`src/rtl/kb_pkg.sv`:
```
// Shared keypad constants, debounce state encoding and seven-segment decode
// used by the keypad entry/display path.
package kb_pkg;

    localparam logic [3:0] KEY_STAR  = 4'd10;
    localparam logic [3:0] KEY_HASH  = 4'd11;
    localparam logic [3:0] DIG_BLANK = 4'hF;

    typedef enum logic [1:0] {
        IDLE         = 2'd0,
        PRESS_WAIT   = 2'd1,
        HELD         = 2'd2,
        RELEASE_WAIT = 2'd3
    } deb_state_e;

    // Segments are {A,B,C,D,E,F,G}, active-high; anything that is not 0-9 is dark.
    function automatic logic [6:0] seg_decode(input logic [3:0] d);
        logic [6:0] s;
        case (d)
            4'd0:    s = 7'b1111110;
            4'd1:    s = 7'b0110000;
            4'd2:    s = 7'b1101101;
            4'd3:    s = 7'b1111001;
            4'd4:    s = 7'b0110011;
            4'd5:    s = 7'b1011011;
            4'd6:    s = 7'b1011111;
            4'd7:    s = 7'b1110000;
            4'd8:    s = 7'b1111111;
            4'd9:    s = 7'b1111011;
            default: s = 7'b0000000;
        endcase
        return s;
    endfunction

endpackage

```
`src/rtl/kb_debounce.sv`:
```
// Debounces the scanner's key code / key-present flag into one strobe per press.
// AccStb/AccCode expose the accept decision combinationally so the consumer can
// update on the same edge that raises the registered KeyStb.
module kb_debounce
    import kb_pkg::*;
#(
    parameter int DEB_CNT = 16
) (
    input  logic       Clk10M,
    input  logic       Clr_n,
    input  logic [3:0] Key,
    input  logic       KeyVld,
    output logic       KeyStb,
    output logic [3:0] KeyCode,
    output logic       AccStb,
    output logic [3:0] AccCode
);

    localparam int             CW       = $clog2(DEB_CNT + 1);
    localparam logic [CW-1:0]  CNT_ONE  = CW'(1);
    localparam logic [CW-1:0]  CNT_LAST = CW'(DEB_CNT - 1);

    deb_state_e    state_q, state_d;
    logic [CW-1:0] cnt_q, cnt_d;
    logic [3:0]    kc_q, kc_d;
    logic          stb_q, stb_d;
    logic [3:0]    code_q, code_d;
    logic          acc_s;

    // Next-state and counter logic; the accept fires on the DEB_CNT-th matching sample.
    always_comb begin
        state_d = state_q;
        cnt_d   = cnt_q;
        kc_d    = kc_q;
        acc_s   = 1'b0;
        case (state_q)
            IDLE: begin
                if (KeyVld) begin
                    kc_d    = Key;
                    cnt_d   = CNT_ONE;
                    state_d = PRESS_WAIT;
                end else begin
                    cnt_d = '0;
                end
            end
            PRESS_WAIT: begin
                if (!KeyVld) begin
                    cnt_d   = '0;
                    state_d = IDLE;
                end else if (Key != kc_q) begin
                    kc_d  = Key;
                    cnt_d = CNT_ONE;
                end else if (cnt_q == CNT_LAST) begin
                    cnt_d   = cnt_q + CNT_ONE;
                    acc_s   = 1'b1;
                    state_d = HELD;
                end else begin
                    cnt_d = cnt_q + CNT_ONE;
                end
            end
            HELD: begin
                if (!KeyVld) begin
                    cnt_d   = CNT_ONE;
                    state_d = RELEASE_WAIT;
                end else begin
                    state_d = HELD;
                end
            end
            RELEASE_WAIT: begin
                if (KeyVld) begin
                    state_d = HELD;
                end else if (cnt_q == CNT_LAST) begin
                    cnt_d   = '0;
                    state_d = IDLE;
                end else begin
                    cnt_d = cnt_q + CNT_ONE;
                end
            end
            default: begin
                cnt_d   = '0;
                state_d = IDLE;
            end
        endcase
        stb_d  = acc_s;
        code_d = acc_s ? kc_q : code_q;
    end

    // FSM, counter and registered strobe/code.
    always_ff @(posedge Clk10M or negedge Clr_n) begin
        if (!Clr_n) begin
            state_q <= IDLE;
            cnt_q   <= '0;
            kc_q    <= 4'd0;
            stb_q   <= 1'b0;
            code_q  <= 4'd0;
        end else begin
            state_q <= state_d;
            cnt_q   <= cnt_d;
            kc_q    <= kc_d;
            stb_q   <= stb_d;
            code_q  <= code_d;
        end
    end

    assign KeyStb  = stb_q;
    assign KeyCode = code_q;
    assign AccStb  = acc_s;
    assign AccCode = kc_q;

endmodule

```
`src/rtl/kb_entry_display.sv`:
```
// Keypad entry: debounced presses feed a 4-digit BCD buffer that is committed on '#'
// and shown on a time-multiplexed, active-low-select seven-segment display.
module kb_entry_display
    import kb_pkg::*;
#(
    parameter int DEB_CNT = 16,
    parameter int DIV     = 1024
) (
    input  logic        Clk10M,
    input  logic        Clr_n,
    input  logic [3:0]  Key,
    input  logic        KeyVld,
    output logic        KeyStb,
    output logic [3:0]  KeyCode,
    output logic [15:0] Value,
    output logic        Done,
    output logic [6:0]  Seg,
    output logic [3:0]  Dsel
);

    localparam int            DW       = $clog2(DIV);
    localparam logic [DW-1:0] DIV_LAST = DW'(DIV - 1);

    logic            acc_s;
    logic [3:0]      acc_code_s;
    logic [3:0][3:0] dig_q, dig_d;
    logic [15:0]     value_q, value_d;
    logic            done_q, done_d;
    logic [DW-1:0]   div_q, div_d;
    logic [1:0]      idx_q, idx_d;
    logic [6:0]      seg_q, seg_d;
    logic [3:0]      dsel_q, dsel_d;

    function automatic logic [3:0] blank_to_zero(input logic [3:0] d);
        return (d == DIG_BLANK) ? 4'd0 : d;
    endfunction

    kb_debounce #(.DEB_CNT(DEB_CNT)) u_deb (
        .Clk10M  (Clk10M),
        .Clr_n   (Clr_n),
        .Key     (Key),
        .KeyVld  (KeyVld),
        .KeyStb  (KeyStb),
        .KeyCode (KeyCode),
        .AccStb  (acc_s),
        .AccCode (acc_code_s)
    );

    // Buffer shift / clear / commit on an accepted press; codes 12-15 leave it alone.
    always_comb begin
        dig_d   = dig_q;
        value_d = value_q;
        done_d  = 1'b0;
        if (acc_s) begin
            if (acc_code_s <= 4'd9) begin
                dig_d = {dig_q[2:0], acc_code_s};
            end else if (acc_code_s == KEY_STAR) begin
                dig_d = {4{DIG_BLANK}};
            end else if (acc_code_s == KEY_HASH) begin
                value_d = {blank_to_zero(dig_q[3]), blank_to_zero(dig_q[2]),
                           blank_to_zero(dig_q[1]), blank_to_zero(dig_q[0])};
                done_d  = 1'b1;
                dig_d   = {4{DIG_BLANK}};
            end else begin
                dig_d = dig_q;
            end
        end else begin
            dig_d = dig_q;
        end
    end

    // Scan divider and digit index; Seg uses the next buffer so updates show at once.
    always_comb begin
        if (div_q == DIV_LAST) begin
            div_d = '0;
            idx_d = idx_q + 2'd1;
        end else begin
            div_d = div_q + DW'(1);
            idx_d = idx_q;
        end
        dsel_d = ~(4'b0001 << idx_d);
        seg_d  = seg_decode(dig_d[idx_d]);
    end

    // Buffer, committed value and display registers.
    always_ff @(posedge Clk10M or negedge Clr_n) begin
        if (!Clr_n) begin
            dig_q   <= {4{DIG_BLANK}};
            value_q <= 16'h0000;
            done_q  <= 1'b0;
            div_q   <= '0;
            idx_q   <= 2'd0;
            seg_q   <= 7'b0000000;
            dsel_q  <= 4'b1110;
        end else begin
            dig_q   <= dig_d;
            value_q <= value_d;
            done_q  <= done_d;
            div_q   <= div_d;
            idx_q   <= idx_d;
            seg_q   <= seg_d;
            dsel_q  <= dsel_d;
        end
    end

    assign Value = value_q;
    assign Done  = done_q;
    assign Seg   = seg_q;
    assign Dsel  = dsel_q;

endmodule

```
`config.mk`:
```
export PLATFORM = sky130hd
export DESIGN_NAME = kb_entry_display
export DESIGN_NICKNAME = d
export VERILOG_FILES = /design/src/rtl/kb_pkg.sv /design/src/rtl/kb_debounce.sv /design/src/rtl/kb_entry_display.sv
export SDC_FILE = /design/constraint.sdc
export NUM_CORES = 1
export LEC_CHECK = 0
export CAP_MARGIN = 20
export CELL_PAD_IN_SITES_DETAIL_PLACEMENT = 0
export CELL_PAD_IN_SITES_GLOBAL_PLACEMENT = 1
export CORE_ASPECT_RATIO = 1.5
export CORE_MARGIN = 2
export CORE_UTILIZATION = 44
export DETAILED_ROUTE_END_ITERATION = 16
export PLACE_DENSITY_LB_ADDON = 0.1
export REMOVE_ABC_BUFFERS = 1
export SLEW_MARGIN = 0
export SYNTH_ARGS = -nofsm -noshare
export SYNTH_HDL_FRONTEND = slang
export SYNTH_SLANG_ARGS = --single-unit
```
`constraint.sdc`:
```
create_clock -name Clk10M -period 3.9 [get_ports Clk10M]
set_input_delay 0.975 -clock Clk10M [delete_from_list [all_inputs] [get_ports Clk10M]]
set_output_delay 0.975 -clock Clk10M [all_outputs]
set_load 0.005 [all_outputs]
```
==> run metrics, run 1 <==
outcome=complete, no violations; Core Util, Final=54.75%; Tcrit/Tclk final=90.92%; post-route setup slack=354.0 ps; FMAX=0.2820 GHz; Hold WC Path Type=register to register; Global Route Usage Sum=18.05%; Synth Register Bits=72; Seq/Total Area, Yosys=50.02%; post-synthesis compound-gate area fraction=14.02%; syn avg cell area=10.05 um2; Diodes inserted=0; switching pwr=0.3647 mW; PwrDens=394.9 mW/mm2; warnings from Yosys=0; site row count=40; ys async rst share=100.0%; # setup viols final=0; TritonCTS clock tree=built; Syn-to-layout area delta=20.88%; post-cts resize count=0; hold-fix buffers at CTS=0; final slew viol count=0; largest net degree at the start of global routing=73; number of global-route vias before repair=2,656; Simple-Gate Fraction of Synth Area=22.32%; DRT antenna net count=0; initial antenna violation count=0; wire length per cell=14.58 um; number of max-cap violations=0; power share of the clock group=51.4%; share of cells above drive strength 1=17.65%; Initial DRC Count=140; number of hold violations in the final report=0; post-layout min period=3546 ps; Slew @ Worst Pin=890.4 ps; Worst EP arrival=3790 ps; XOR/XNOR Fraction of Synth Area=2.880%; Seq pwr share=44.8%; maximum clock insertion buffer count=2; mux contribution to synthesized area=0.6171%; Combinational Power Share=3.8%; die area=0.009055 mm2; number of synthesized flops with an enable pin=0; core area=0.008058 mm2; DRC=0; gpl congestion=0.7992; Detailed Place HPWL=5.391 mm; largest family of logic cells by synthesized area=simple AND/OR/NAND/NOR gates; num ports=40; vias=2,716; Critical Path Start Type=input port; clock-pin slew on the worst setup and hold paths=60 ps; H-tree depth=3; Switching Fraction=20.93%; CP required=4150 ps; Syn Inst Count=363; Port Buf Inserts=39; DR pass1 iterations=4; CTS Buf Count=9; crit path kind=input port to register; static leakage=1.945 nW; Yosys cell types=59; CTS Sinks=72; Clock Skew=4.844 ps; via density per instance=5.294; Starting Density=45.30%; Pint=1.378 mW; fillers=771; Setup Fix Bufs, Post-CTS=0; RSZ-0062 raised after global routing=no; Crit Path Max Fanout=4; first-pass GRT wire length=12.61 mm; Root Driver=clkbuf_16; Max IR drop VDD=0.2242 mV; worst rel slew slack=40.64%; power consumption=1.742 mW; GR Overflow Total=0; post-synthesis adder-cell area fraction=3.428%; Routed WL=7.482 mm; clock latency on the worst-skew pair=330 ps; Synth Flop Type=dfrtp_1; synthesized area=0.003650 mm2; Die Ht=115.5 um; crit end category=register; pre-CTS WS=-7.533 ps; Die X=78.37 um; setup_tns=0 ps; Layout Nets=420
[critical path: stages]
cell and delay, ps:
clkdlybuf4s50_1 440, xnor2_1 200, nand4_1 260, a211oi_4 290, mux2_2 380, a221oi_2 310, and2_2 220, ha_1 230
or3b_1 380, o211ai_1 90
[worst paths after layout]
check / startpoint / to / slack, ps / cells past startpoint
min reg2reg: Value[7]$_DFFE_PN0P_ / Value[7]$_DFFE_PN0P_ / 460 / 2
min in group asynchronous: Clr_n / Value[0]$_DFFE_PN0P_ / 850 / 2
min: Value[7]$_DFFE_PN0P_ / Value[7]$_DFFE_PN0P_ / 460 / 2
max: Key[2] / Seg[3]$_DFF_PN0_ / 350 / 10
max in group asynchronous: Clr_n / Seg[2]$_DFF_PN0_ / 2470 / 2
max reg2reg: u_deb.cnt_q[0]$_DFFE_PN0P_ / Seg[3]$_DFF_PN0_ / 650 / 11
[metrics by stage]
stage / hold WS (ps) / area, um2 / instances
final: 460.0 / 4412 / 513
after global routing: 490.1 / 4412 / 513
after CTS: 467.2 / 4412 / 513
after detailed placement: 454.7 / 4080 / 497
after global placement: 449.1 / 4080 / 497
after floorplan: 447.3 / 3466 / 340
[sequential cells by signal (all words and copies together), names as in the netlist, 4 cells and up, named ones only]
| register | count |
|---|---|
| dig_q | 16 |
| u_deb.KeyCode | 4 |
| Dsel | 4 |
| div_q | 10 |
| u_deb.cnt_q | 5 |
| u_deb.AccCode | 4 |
| Seg | 7 |
| Value | 16 |
[synthesized netlist by cell type, types with 2 or more instances]
cell	count	area [um2]
o22ai_1	2	12.51
xnor2_1	8	70.07
nand3_1	42	210.2
and4_1	5	43.79
o221a_2	2	22.52
nor2_1	12	45.04
dfrtp_1	53	1326
buf_2	3	15.01
or3b_1	3	26.28
nand2_1	69	259.0
o21ai_0	12	60.06
nor4_1	4	25.02
a21oi_1	15	75.07
o21a_1	3	22.52
clkbuf_2	2	10.01
inv_1	14	52.55
nand4_1	4	25.02
o211ai_1	4	30.03
ha_1	10	125.1
o31ai_1	2	15.01
buf_6	9	101.4
dfstp_2	19	499.2
o221ai_1	7	61.31
xor2_1	4	35.03
and3_1	6	37.54
buf_4	2	15.01
o22a_2	8	80.08
nor3_1	3	15.01
clkbuf_1	5	18.77
or3_1	2	12.51
[area by class of cell]
cell class / count / area [um2] / share of cell area, %
clock inverter: 5 / 78.83 / 1.787
timing repair buffer: 52 / 483.0 / 10.95
clock buffer: 11 / 252.7 / 5.729
tap: 105 / 131.4 / 2.978
inverter: 15 / 61.31 / 1.390
multi-input combinational: 253 / 1579 / 35.79
sequential: 72 / 1826 / 41.38
[cells by family after synthesis]
logic type | after synthesis
xor+xnor | 12
simple gates | 161
flops | 72
mux | 2
fa+ha+maj | 10
buf+inv | 38
compound gates | 68
[power groups by stage]
stage / sequential [mW] / combinational, mW / clock [mW]
4_1_cts: 0.780 / 0.0690 / 0.918
3_5_place_dp: 0.793 / 0.0686 / 0
2_1_floorplan: 0.786 / 0.0331 / 0
5_1_grt: 0.782 / 0.0768 / 0.949
6_report: 0.780 / 0.0669 / 0.895
3_3_place_gp: 0.793 / 0.0675 / 0
[cells in the final DEF (no fill, tap or decap), types with 4 or more instances in the layout]
cell	n
nand4_1	4
buf_4	13
clkbuf_16	9
nand3_1	42
ha_1	10
nand2_1	69
clkdlybuf4s50_1	38
o22a_2	8
nor4_1	4
o211ai_1	4
and4_1	5
o21ai_0	12
dfstp_2	19
nor2_1	12
a21oi_1	15
and3_1	6
xor2_1	4
inv_1	14
dfrtp_1	53
xnor2_1	8
o221ai_1	7
[layer usage]
metal | GRT usage (%) | vias up | share of wire (%)
li1 | - | 1366 | -
met1 | 21.24 | 1304 | 42
met2 | 31.84 | 38 | 53
met3 | 3.816 | 8 | 2.5
met4 | 7.836 | 0 | 1.6
met5 | 0 | - | 0
No activity file was read; power rests on OpenSTA's default activity.
==> inputs of run 2 (changes only) <==
--- a/config.mk
+++ b/config.mk
@@ -5,6 +5,7 @@
 export SDC_FILE = /design/constraint.sdc
 export NUM_CORES = 1
 export LEC_CHECK = 0
+export ABC_CLOCK_PERIOD_IN_PS = 3900
 export CAP_MARGIN = 20
 export CELL_PAD_IN_SITES_DETAIL_PLACEMENT = 0
 export CELL_PAD_IN_SITES_GLOBAL_PLACEMENT = 1
==> results of run 2 <==
Same layout as run 1: the final DEF is identical, and so are final timing and power.
